`src/rtl/hazard_ctrl_pkg.sv`:
```
// Shared types and encodings for the pipeline hazard controller.
package hazard_pkg;

    typedef enum logic [0:0] {
        RUN     = 1'b0,
        MC_BUSY = 1'b1
    } mc_state_t;

    typedef logic [1:0] fwd_sel_t;

    localparam fwd_sel_t FWD_NONE = 2'b00;
    localparam fwd_sel_t FWD_EX   = 2'b01;
    localparam fwd_sel_t FWD_MEM  = 2'b10;
    localparam fwd_sel_t FWD_WB   = 2'b11;

    // Write-back source code meaning "data comes from data memory" (a load).
    localparam logic [1:0] WD_SEL_DRAM = 2'b01;

endpackage

```
`src/rtl/hazard_ctrl_fwd_unit.sv`:
```
// Per-operand forwarding select; also flags the EX-load match that forms a load-use hazard.
module fwd_unit
    import hazard_pkg::*;
(
    input  logic [4:0] rs_i,
    input  logic       used_i,
    input  logic [4:0] wr_ex_i,
    input  logic [4:0] wr_mem_i,
    input  logic [4:0] wr_wb_i,
    input  logic       rf_we_ex_i,
    input  logic       rf_we_mem_i,
    input  logic       rf_we_wb_i,
    input  logic [1:0] wd_sel_ex_i,
    output fwd_sel_t   sel_o,
    output logic       load_use_o
);

    logic rs_valid;
    logic ex_match;
    logic mem_match;
    logic wb_match;

    assign rs_valid  = used_i && (rs_i != 5'd0);
    assign ex_match  = rs_valid && rf_we_ex_i  && (wr_ex_i  == rs_i);
    assign mem_match = rs_valid && rf_we_mem_i && (wr_mem_i == rs_i);
    assign wb_match  = rs_valid && rf_we_wb_i  && (wr_wb_i  == rs_i);

    // A load in EX has no data yet; older stages hold stale values, so nothing is forwarded.
    always_comb begin
        sel_o      = FWD_NONE;
        load_use_o = 1'b0;
        if (ex_match) begin
            if (wd_sel_ex_i == WD_SEL_DRAM) begin
                load_use_o = 1'b1;
            end else begin
                sel_o = FWD_EX;
            end
        end else if (mem_match) begin
            sel_o = FWD_MEM;
        end else if (wb_match) begin
            sel_o = FWD_WB;
        end
    end

endmodule

```
`src/rtl/hazard_ctrl.sv`:
```
// Pipeline hazard controller: stalls/flushes, operand forwarding, multi-cycle EX sequencing.
// Optional performance counters are built when HAZARD_PERF_CNT_EN is defined.
module hazard_ctrl
    import hazard_pkg::*;
#(
    parameter int MC_TIMEOUT = 64,
    parameter int CNT_W      = 7
) (
    input  logic       clk,
    input  logic       rst_n,
    input  logic [4:0] rs1_id_i,
    input  logic [4:0] rs2_id_i,
    input  logic       rs1_used_id_i,
    input  logic       rs2_used_id_i,
    input  logic [4:0] wr_ex_i,
    input  logic [4:0] wr_mem_i,
    input  logic [4:0] wr_wb_i,
    input  logic       rf_we_ex_i,
    input  logic       rf_we_mem_i,
    input  logic       rf_we_wb_i,
    input  logic [1:0] wd_sel_ex_i,
    input  logic [1:0] wd_sel_mem_i,
    input  logic       redirect_ex_i,
    input  logic       mc_start_ex_i,
    input  logic       mc_done_i,
    output logic       stall_pc_o,
    output logic       stall_if_id_o,
    output logic       stall_id_ex_o,
    output logic       flush_if_id_o,
    output logic       flush_id_ex_o,
    output logic       bubble_ex_mem_o,
    output logic [1:0] fwd_rD1_sel_o,
    output logic [1:0] fwd_rD2_sel_o,
    output logic       fwd_rD1e_o,
    output logic       fwd_rD2e_o,
    output logic       mc_busy_o,
    output logic       mc_timeout_o
`ifdef HAZARD_PERF_CNT_EN
    ,
    output logic [31:0] perf_stall_cyc_o,
    output logic [31:0] perf_flush_cnt_o,
    output logic [31:0] perf_lu_cnt_o
`endif
);

    localparam logic [CNT_W-1:0] CNT_LAST = CNT_W'(MC_TIMEOUT - 1);

    mc_state_t        state_q;
    logic [CNT_W-1:0] cnt_q;
    logic             timeout_q;

    fwd_sel_t fwd1_sel;
    fwd_sel_t fwd2_sel;
    logic     lu_rs1;
    logic     lu_rs2;
    logic     load_use;

    logic mc_enter;
    logic mc_abort;
    logic redirect_take;
    logic lu_take;

    // MEM always forwards its result, load data included, so its source code is not needed here.
    logic unused_wd_sel_mem;
    assign unused_wd_sel_mem = ^wd_sel_mem_i;

    fwd_unit u_fwd_rs1 (
        .rs_i        (rs1_id_i),
        .used_i      (rs1_used_id_i),
        .wr_ex_i     (wr_ex_i),
        .wr_mem_i    (wr_mem_i),
        .wr_wb_i     (wr_wb_i),
        .rf_we_ex_i  (rf_we_ex_i),
        .rf_we_mem_i (rf_we_mem_i),
        .rf_we_wb_i  (rf_we_wb_i),
        .wd_sel_ex_i (wd_sel_ex_i),
        .sel_o       (fwd1_sel),
        .load_use_o  (lu_rs1)
    );

    fwd_unit u_fwd_rs2 (
        .rs_i        (rs2_id_i),
        .used_i      (rs2_used_id_i),
        .wr_ex_i     (wr_ex_i),
        .wr_mem_i    (wr_mem_i),
        .wr_wb_i     (wr_wb_i),
        .rf_we_ex_i  (rf_we_ex_i),
        .rf_we_mem_i (rf_we_mem_i),
        .rf_we_wb_i  (rf_we_wb_i),
        .wd_sel_ex_i (wd_sel_ex_i),
        .sel_o       (fwd2_sel),
        .load_use_o  (lu_rs2)
    );

    assign fwd_rD1_sel_o = fwd1_sel;
    assign fwd_rD2_sel_o = fwd2_sel;
    assign fwd_rD1e_o    = (fwd1_sel != FWD_NONE);
    assign fwd_rD2e_o    = (fwd2_sel != FWD_NONE);
    assign load_use      = lu_rs1 || lu_rs2;

    always_comb begin
        stall_pc_o      = 1'b0;
        stall_if_id_o   = 1'b0;
        stall_id_ex_o   = 1'b0;
        flush_if_id_o   = 1'b0;
        flush_id_ex_o   = 1'b0;
        bubble_ex_mem_o = 1'b0;
        mc_enter        = 1'b0;
        mc_abort        = 1'b0;
        redirect_take   = 1'b0;
        lu_take         = 1'b0;
        case (state_q)
            RUN: begin
                if (mc_start_ex_i && !mc_done_i) begin
                    mc_enter        = 1'b1;
                    stall_pc_o      = 1'b1;
                    stall_if_id_o   = 1'b1;
                    stall_id_ex_o   = 1'b1;
                    bubble_ex_mem_o = 1'b1;
                end else if (redirect_ex_i) begin
                    redirect_take = 1'b1;
                    flush_if_id_o = 1'b1;
                    flush_id_ex_o = 1'b1;
                end else if (load_use) begin
                    lu_take       = 1'b1;
                    stall_pc_o    = 1'b1;
                    stall_if_id_o = 1'b1;
                    flush_id_ex_o = 1'b1;
                end
            end
            MC_BUSY: begin
                if (mc_done_i) begin
                    // Stalls drop so EX/MEM captures the finished result this cycle.
                end else if (cnt_q == CNT_LAST) begin
                    // Hung op: front end holds, ID/EX takes a bubble, the EX op is dropped.
                    mc_abort        = 1'b1;
                    stall_pc_o      = 1'b1;
                    stall_if_id_o   = 1'b1;
                    flush_id_ex_o   = 1'b1;
                    bubble_ex_mem_o = 1'b1;
                end else begin
                    stall_pc_o      = 1'b1;
                    stall_if_id_o   = 1'b1;
                    stall_id_ex_o   = 1'b1;
                    bubble_ex_mem_o = 1'b1;
                end
            end
            default: begin
            end
        endcase
    end

    always_ff @(posedge clk or negedge rst_n) begin
        if (!rst_n) begin
            state_q   <= RUN;
            cnt_q     <= '0;
            timeout_q <= 1'b0;
        end else begin
            case (state_q)
                RUN: begin
                    cnt_q <= '0;
                    if (mc_enter) begin
                        state_q <= MC_BUSY;
                    end
                end
                MC_BUSY: begin
                    if (mc_done_i) begin
                        state_q <= RUN;
                        cnt_q   <= '0;
                    end else if (mc_abort) begin
                        state_q   <= RUN;
                        cnt_q     <= '0;
                        timeout_q <= 1'b1;
                    end else begin
                        cnt_q <= cnt_q + 1'b1;
                    end
                end
                default: begin
                    state_q <= RUN;
                    cnt_q   <= '0;
                end
            endcase
        end
    end

    assign mc_busy_o    = (state_q == MC_BUSY);
    assign mc_timeout_o = timeout_q;

`ifdef HAZARD_PERF_CNT_EN
    logic [31:0] perf_stall_q, perf_stall_d;
    logic [31:0] perf_flush_q, perf_flush_d;
    logic [31:0] perf_lu_q,    perf_lu_d;

    assign perf_stall_d = perf_stall_q + {31'd0, stall_pc_o};
    assign perf_flush_d = perf_flush_q + {31'd0, redirect_take};
    assign perf_lu_d    = perf_lu_q    + {31'd0, lu_take};

    always_ff @(posedge clk or negedge rst_n) begin
        if (!rst_n) begin
            perf_stall_q <= '0;
            perf_flush_q <= '0;
            perf_lu_q    <= '0;
        end else begin
            perf_stall_q <= perf_stall_d;
            perf_flush_q <= perf_flush_d;
            perf_lu_q    <= perf_lu_d;
        end
    end

    assign perf_stall_cyc_o = perf_stall_q;
    assign perf_flush_cnt_o = perf_flush_q;
    assign perf_lu_cnt_o    = perf_lu_q;
`endif

endmodule

```
`config.mk`:
```
export PLATFORM = sky130hd
export DESIGN_NAME = hazard_ctrl
export DESIGN_NICKNAME = d
export VERILOG_FILES = /design/src/rtl/hazard_ctrl_pkg.sv /design/src/rtl/hazard_ctrl_fwd_unit.sv /design/src/rtl/hazard_ctrl.sv
export SDC_FILE = /design/constraint.sdc
export NUM_CORES = 1
export LEC_CHECK = 0
export BUFFER_PORTS_ARGS = -buffer_cell sky130_fd_sc_hd__clkbuf_2
export CORE_MARGIN = 4
export CORE_UTILIZATION = 44
export CTS_CLUSTER_SIZE = 40
export DETAILED_ROUTE_END_ITERATION = 10
export GPL_TIMING_DRIVEN = 1
export PLACE_DENSITY_LB_ADDON = 0.2
export RECOVER_POWER = 50
export SYNTH_ARGS = -nofsm -noshare
export SYNTH_HDL_FRONTEND = slang
export SYNTH_SLANG_ARGS = --single-unit
```
`constraint.sdc`:
```
create_clock -name clk -period 1.75 [get_ports clk]
set_input_delay 0.175 -clock clk [delete_from_list [all_inputs] [get_ports clk]]
set_output_delay 0.175 -clock clk [all_outputs]
set_load 0.01 [all_outputs]
```
==> key figures, run 1 <==
Outcome
  – Status: finished with violations
  – Failing checks: negative setup slack

Global routing
  – Vias in the first global route: 1,013
  – GRT Overall Usage: 18.76%
  – Initial antenna violation count: 0
  – Largest net degree at the start of global routing: 10
  – GR Overflow Total: 0
  – First-pass GRT wire length: 4091 um

Routing
  – Vias per inst: 5.048
  – Starting DRT DRC Count: 7
  – # DRC: 0
  – Post-route ant nets: 0
  – Routed WL: 2631 um
  – Routed WL per cell: 12.53 um
  – Number of detailed-route iterations in the first pass: 4
  – Vias: 1,060

Worst hold path
  – HP Class: in2reg
  – Worst Hold Path Cells: 4
  – Hold Path Origin: mc_done_i
  – Hold Path Sink: cnt_q[2]

CTS
  – Setup bufs post-CTS: 0
  – Clock buffer count from CTS: 3
  – CTS Buffer Depth: 2
  – Clock sinks: 9
  – Root Buffer: clkbuf_4
  – Clock Latency Late Sink: 260 ps
  – Clock-pin slew on the worst setup and hold paths: 60 ps
  – CTS H-tree lvls: 1
  – CTS tree: yes

Worst setup path
  – Worst R2R Path Depth: 4
  – Critical Path RT: 1570 ps
  – Crit end category: output port
  – FF-to-FF End: cnt_q[3]
  – Flop2flop setup slack: 330 ps
  – Crit path DAT: 1610 ps
  – Crit path kind: in2out
  – Startpoint types: primary input
  – Worst-path maximum fanout: 4
  – CP max-delay cell: or4_4
  – Crit-path cells: buf_6 > or4_4 > o21ai_4 > nor3_4 > nor4_2 > or2_1 > buf_2
  – Reg-to-Reg Start: cnt_q[0]
  – CP max stage delay: 550 ps

Timing
  – Peak Freq: 561.6 MHz
  – Slew @ Worst Pin: 498.4 ps
  – Slew Limit Fails: 0
  – Final setup viols: 1
  – Hold Vio Cnt, Final: 0
  – Setup tns final: -30.56 ps
  – Final Cycle Share: 101.7%
  – Post-route setup slack: -30.56 ps
  – Headroom to the max-slew limit: 66.42%
  – RSZ-0062 raised after global routing: yes
  – Final min period: 1781 ps
  – Worst clock skew: 2.295 ps

Yosys
  – Syn nets: 158
  – Library cells used by synthesis: 28
  – Sequential share of the synthesized area: 23.97%
  – EDFF count, synth: 0
  – Synth area leaders: xnor2_1 (28%), dfrtp_1 (24%), nor2_1 (5.6%)
  – Post-Syn Area: 939.7 um2
  – Ys async rst share: 100.0%
  – Dominant cell type by area after synthesis: xnor2_1
  – Syn Area/Cell: 7.963 um2
  – Yosys warns: 0
  – Yosys top cell area share: 27.96%
  – Syn Inst Count: 118
  – Register bit count reported by yosys: 9
  – Main synth FF type: dfrtp_1

Die
  – Starting Density: 46.94%
  – Die H: 54.21 um
  – Width of the die: 54.21 um
  – Die area: 2939 um2
  – Cell Rows: 16
  – Io pins: 53
  – Core Box Area: 2002 um2

Placement
  – DP Worst Slack: -56.61 ps
  – Placed instance area: 1301 um2
  – Detailed-placement wirelength estimate: 2263 um
  – GPL Wtd Cong: 0.8010
  – IO buf count: 50

Finish
  – Number of diodes: 0
  – Most common cell after layout, fill and taps aside: clkbuf_2
  – Layout area overhead: 46.60%
  – Final core occ: 68.81%
  – Final Net Count: 224
  – Fillers: 181
  – Most frequent cells in the layout: clkbuf_2 (42), xnor2_1 (30), nor2_1 (13), buf_4 (12)
  – Share of layout cells above drive strength 1: 37.70%
  – Final Instance Area: 1378 um2

Run
  – Max_cap viols: 0

Power
  – VDD IR max: 0.2585 mV
  – Clk pwr share: 25.9%
  – Pwr dens: 451.5 nW/um2
  – Sw Share: 32.12%
  – Int Pwr: 0.0004222 W
  – Combinational power share: 39.4%
  – Total power draw: 0.0006220 W
  – Pleak: 0.6388 nW
  – Sequential power share: 34.7%
  – Sw Pwr: 0.0001998 W
-- area by class of cell --
cell class,instances,area (um2),area share [%]
multi-input combinational,104,718.2,52.13
timing repair buffer,63,362.8,26.34
sequential,9,225.2,16.35
tap,27,33.78,2.452
clock buffer,4,26.28,1.907
inverter,3,11.26,0.8174
-- stage by stage --
step | hold slack (ps) | std cells
2_1_floorplan | -120.6 | 118
3_3_place_gp | 33.92 | 205
3_5_place_dp | 37.48 | 205
4_1_cts | 251.3 | 210
5_1_grt | 260.4 | 210
6_report | 243.0 | 210
-- logic make-up after synthesis --
group | share of synthesized area [%]
AO/OA/AOI/OAI | 9.987
XOR/XNOR | 31.69
adder cells (fa/ha/maj) | 1.331
buffers and inverters | 2.530
flip-flops | 23.97
multiplexers | 1.065
AND/OR/NAND/NOR | 29.43
-- synth_stat cells, types with 2 or more instances --
cell / n
inv_1: 3
dfrtp_1: 9
and3_1: 3
nand4_1: 5
o21ai_0: 5
a21oi_1: 6
o211ai_1: 2
nand2_1: 9
nor2_1: 14
nor3_1: 6
xnor2_1: 30
xor2_1: 4
nor4_1: 2
nor2b_1: 2
nand3_1: 5
-- how the worst max path moves through the flow --
stage | slack [ps] | to | startpoint | cells past startpoint
after CTS | -20 | fwd_rD1_sel_o[0] | rs1_id_i[0] | 7
final | -30 | fwd_rD1_sel_o[0] | rs1_id_i[4] | 7
after detailed placement | -60 | fwd_rD2_sel_o[0] | rs2_id_i[1] | 7
after global placement | -30 | fwd_rD2_sel_o[0] | rs2_id_i[1] | 7
after global routing | -90 | fwd_rD1_sel_o[0] | rs1_id_i[4] | 7
after floorplan | 80 | stall_pc_o | rs1_id_i[1] | 7
-- state kept, by name, summed over array words and instances (netlist names) --
name,cells
mc_busy_o,1
mc_timeout_o,1
cnt_q,7
-- routing by layer --
metal / track usage (%) / up-vias / part of all wire, %
met5: 0 / - / 0
met1: 20.97 / 480 / 41
li1: - / 539 / -
met4: 5.394 / 0 / 0.61
met2: 35.26 / 39 / 51
met3: 3.815 / 2 / 7.5
-- critical path, delay by kind of cell --
family                 cells  cell delay, ps
buffers and inverters      2             210
AOI/OAI and AO/OA          1             230
and+or+nand+nor            4             990
-- power by group through the flow --
stage	Combinational (W)	Clock [W]	Sequential, W
5_1_grt	0.000269	0.000173	0.000216
4_1_cts	0.000240	0.000162	0.000216
3_3_place_gp	0.000225	0	0.000219
3_5_place_dp	0.000233	0	0.000219
2_1_floorplan	0.000116	0	0.000219
6_report	0.000245	0.000161	0.000216
-- what timing repair did --
item	CTS	global route
endpoints found under the hold margin	9	0
hold buffers	1	0
gates resized for setup	4	11
setup endpoints to repair	5	7
pin swaps	0	11
Note: power is estimated with default switching activity, not from simulation.
==> run 2, diff against run 1 <==
--- a/config.mk
+++ b/config.mk
@@ -7,7 +7,8 @@
 export LEC_CHECK = 0
 export BUFFER_PORTS_ARGS = -buffer_cell sky130_fd_sc_hd__clkbuf_2
 export CORE_MARGIN = 4
-export CORE_UTILIZATION = 44
+export CORE_UTILIZATION = 45
+export CTS_BUF_LIST = sky130_fd_sc_hd__clkbuf_8
 export CTS_CLUSTER_SIZE = 40
 export DETAILED_ROUTE_END_ITERATION = 10
 export GPL_TIMING_DRIVEN = 1
==> run 2 against run 1 <==
The flow still finishes with violations (negative setup slack). Sequential share of layout area fell by 0.36 points. Largest cell class unchanged. Sequential power is essentially flat. Design area is 2.3% higher. Via count rose by 2.5%. Largest power group unchanged. Combinational power is essentially flat. Clock power increased by 45%. Die area is 1.9% lower.
==> key figures, run 2 (synthesis gave the netlist of run 1 again) <==
Worst hold path
  – Hold Path Origin: mc_done_i (unchanged)
  – HP Class: in2reg (unchanged)
  – Hold Path Sink: cnt_q[2] (unchanged)
  – Worst Hold Path Cells: 4 (unchanged)

Global routing
  – GR Overflow Total: 0 (unchanged)
  – Largest net degree at the start of global routing: 10 (unchanged)
  – GRT Overall Usage: 19.95% (was 18.76%)
  – First-pass GRT wire length: 4305 um (was 4091 um)
  – Initial antenna violation count: 0 (unchanged)
  – Vias in the first global route: 1,093 (was 1,013)

Worst setup path
  – Flop2flop setup slack: 420 ps (was 330 ps)
  – Critical Path RT: 1570 ps (about the same)
  – Worst-path maximum fanout: 4 (unchanged)
  – Worst R2R Path Depth: 4 (unchanged)
  – Crit path DAT: 1650 ps (was 1610 ps)
  – Crit end category: output port (unchanged)
  – Reg-to-Reg Start: cnt_q[0] (unchanged)
  – Crit path kind: in2out (unchanged)
  – Startpoint types: primary input (unchanged)
  – FF-to-FF End: cnt_q[5] (was cnt_q[3])

Finish
  – Share of layout cells above drive strength 1: 38.80% (was 37.70%)
  – Seq. cell area: 225.2 um2 (unchanged)
  – Fillers: 167 (was 181)
  – Layout area overhead: 49.93% (was 46.60%)
  – Final core occ: 71.09% (was 68.81%)
  – Most frequent cells in the layout: clkbuf_2 (43), xnor2_1 (30), nor2_1 (14), buf_4 (12) (was clkbuf_2 (42), xnor2_1 (30), nor2_1 (13), buf_4 (12))
  – Largest register FFs: 7 (unchanged)
  – Biggest register: cnt_q (unchanged)
  – Final Instance Area: 1409 um2 (was 1378 um2)
  – Final Net Count: 224 (unchanged)
  – Number of diodes: 0 (unchanged)
  – Most common cell after layout, fill and taps aside: clkbuf_2 (unchanged)
  – Area occupied by multi-input gates: 723.2 um2 (was 718.2 um2)

CTS
  – Root Buffer: clkbuf_8 (was clkbuf_4)
  – Clock-pin slew on the worst setup and hold paths: 50 ps (was 60 ps)
  – CTS H-tree lvls: 1 (unchanged)
  – Clock Latency Late Sink: 230 ps (was 260 ps)
  – Clock sinks: 9 (unchanged)
  – Clock buffer count from CTS: 3 (unchanged)
  – CTS tree: yes (unchanged)
  – CTS Buffer Depth: 2 (unchanged)

Timing
  – Peak Freq: 548.1 MHz (was 561.6 MHz)
  – Headroom to the max-slew limit: 68.37% (was 66.42%)
  – Final min period: 1824 ps (was 1781 ps)
  – Slew @ Worst Pin: 474.5 ps (was 498.4 ps)
  – Final Cycle Share: 104.3% (was 101.7%)
  – RSZ-0062 raised after global routing: yes (unchanged)
  – Post-route setup slack: -74.41 ps (was -30.56 ps)
  – Slew Limit Fails: 0 (unchanged)
  – Hold Vio Cnt, Final: 0 (unchanged)
  – Final setup viols: 4 (was 1)
  – Worst clock skew: 3.342 ps (was 2.295 ps)

Routing
  – Post-route ant nets: 0 (unchanged)
  – Vias per inst: 5.171 (was 5.048)
  – M1 WL: 1044 um (was 1067 um)
  – Routed WL per cell: 12.73 um (was 12.53 um)
  – # DRC: 0 (unchanged)
  – DR top layer: met4 (unchanged)
  – WL met2: 1381 um (was 1347 um)
  – Vias: 1,086 (was 1,060)
  – Routed WL: 2674 um (was 2631 um)
  – Starting DRT DRC Count: 11 (was 7)
  – Met3 wire length: 215 um (was 198 um)
  – Number of detailed-route iterations in the first pass: 4 (unchanged)

Die
  – Io pins: 53 (unchanged)
  – Width of the die: 53.70 um (was 54.21 um)
  – Core Box Area: 1982 um2 (was 2002 um2)
  – Die area: 2883 um2 (was 2939 um2)
  – Die H: 53.70 um (was 54.21 um)
  – Cell Rows: 16 (unchanged)
  – Starting Density: 47.41% (was 46.94%)

Placement
  – Placed instance area: 1294 um2 (was 1301 um2)
  – DP Worst Slack: -89.08 ps (was -56.61 ps)
  – IO buf count: 50 (unchanged)
  – Detailed-placement wirelength estimate: 2275 um (was 2263 um)
  – GPL Wtd Cong: 0.7965 (was 0.8010)

Run
  – Max_cap viols: 0 (unchanged)

Outcome
  – Status: finished with violations (unchanged)
  – Failing checks: negative setup slack (unchanged)

Power
  – Pwr dens: 495.7 nW/um2 (was 451.5 nW/um2)
  – VDD IR max: 0.4270 mV (was 0.2585 mV)
  – Pleak: 0.6580 nW (was 0.6388 nW)
==> run 2: cell types whose count changed in the layout (fill, tap and decap cells not counted), moves of 2 or more <==
cell / change
clkbuf_1: -2
clkbuf_8: +3
clkbuf_4: -3
nor3_1: -2
nor3_2: +2
==> run 2: timing repair <==
action,in CTS,in global routing
resized for setup,4,15
setup endpoints to repair,4,7
hold buffers,1,0
pin swaps,4,7
endpoints found under the hold margin,9,0
buffers inserted,0,1
==> run 2: final cells by class <==
type | instances | area share, %
Inverter | 3 | 0.7993
Clock inverter | 1 | 0.2664
Timing Repair Buffer | 63 | 26.29
Tap cell | 27 | 2.398
Sequential cell | 9 | 15.99
Multi-Input combinational cell | 104 | 51.33
Clock buffer | 3 | 2.931
==> run 2: per-layer routing <==
layer  vias to the layer above  GRT usage (%)
met5                         -              0
met4                         0          5.957
met3                         4          4.986
met2                        46          38.31
met1                       502          20.88
li1                        534              -
==> run 2: worst max-delay path: stages <==
cell and delay, ps:
buf_6 90, or4_4 550, o21ai_4 210, nor3_4 60, nor4_1 280, or2_1 150, buf_2 130
==> run 2: power breakdown <==
part           internal [W]  switching, W
Combinational      0.000125      0.000123
Sequential         0.000212    0.00000412
Clock              0.000153     0.0000814
Total              0.000490      0.000208
==> run 2: how the worst max path moves through the flow <==
stage / from / endpoint / slack [ps]
6_report: rs1_id_i[2] / fwd_rD1_sel_o[0] / -70
5_1_grt: rs2_id_i[0] / stall_pc_o / -140
4_1_cts: rs1_id_i[0] / fwd_rD1_sel_o[0] / -60
3_5_place_dp: rs2_id_i[0] / fwd_rD2_sel_o[0] / -90
3_3_place_gp: rs2_id_i[0] / fwd_rD2_sel_o[0] / -40
2_1_floorplan: rs1_id_i[1] / stall_pc_o / 80
==> run 2: stage by stage <==
step | cells | hold WS (ps) | power (W) | setup TNS [ps]
floorplan | 118 | -120.6 | 0.0003352 | 0
global placement | 204 | 34.16 | 0.0004423 | -64.49
detailed placement | 204 | 37.78 | 0.0004502 | -227.2
CTS | 209 | 269.8 | 0.0006950 | -57.61
global route | 210 | 287.5 | 0.0007441 | -696.4
finish | 210 | 263.6 | 0.0006983 | -94.66
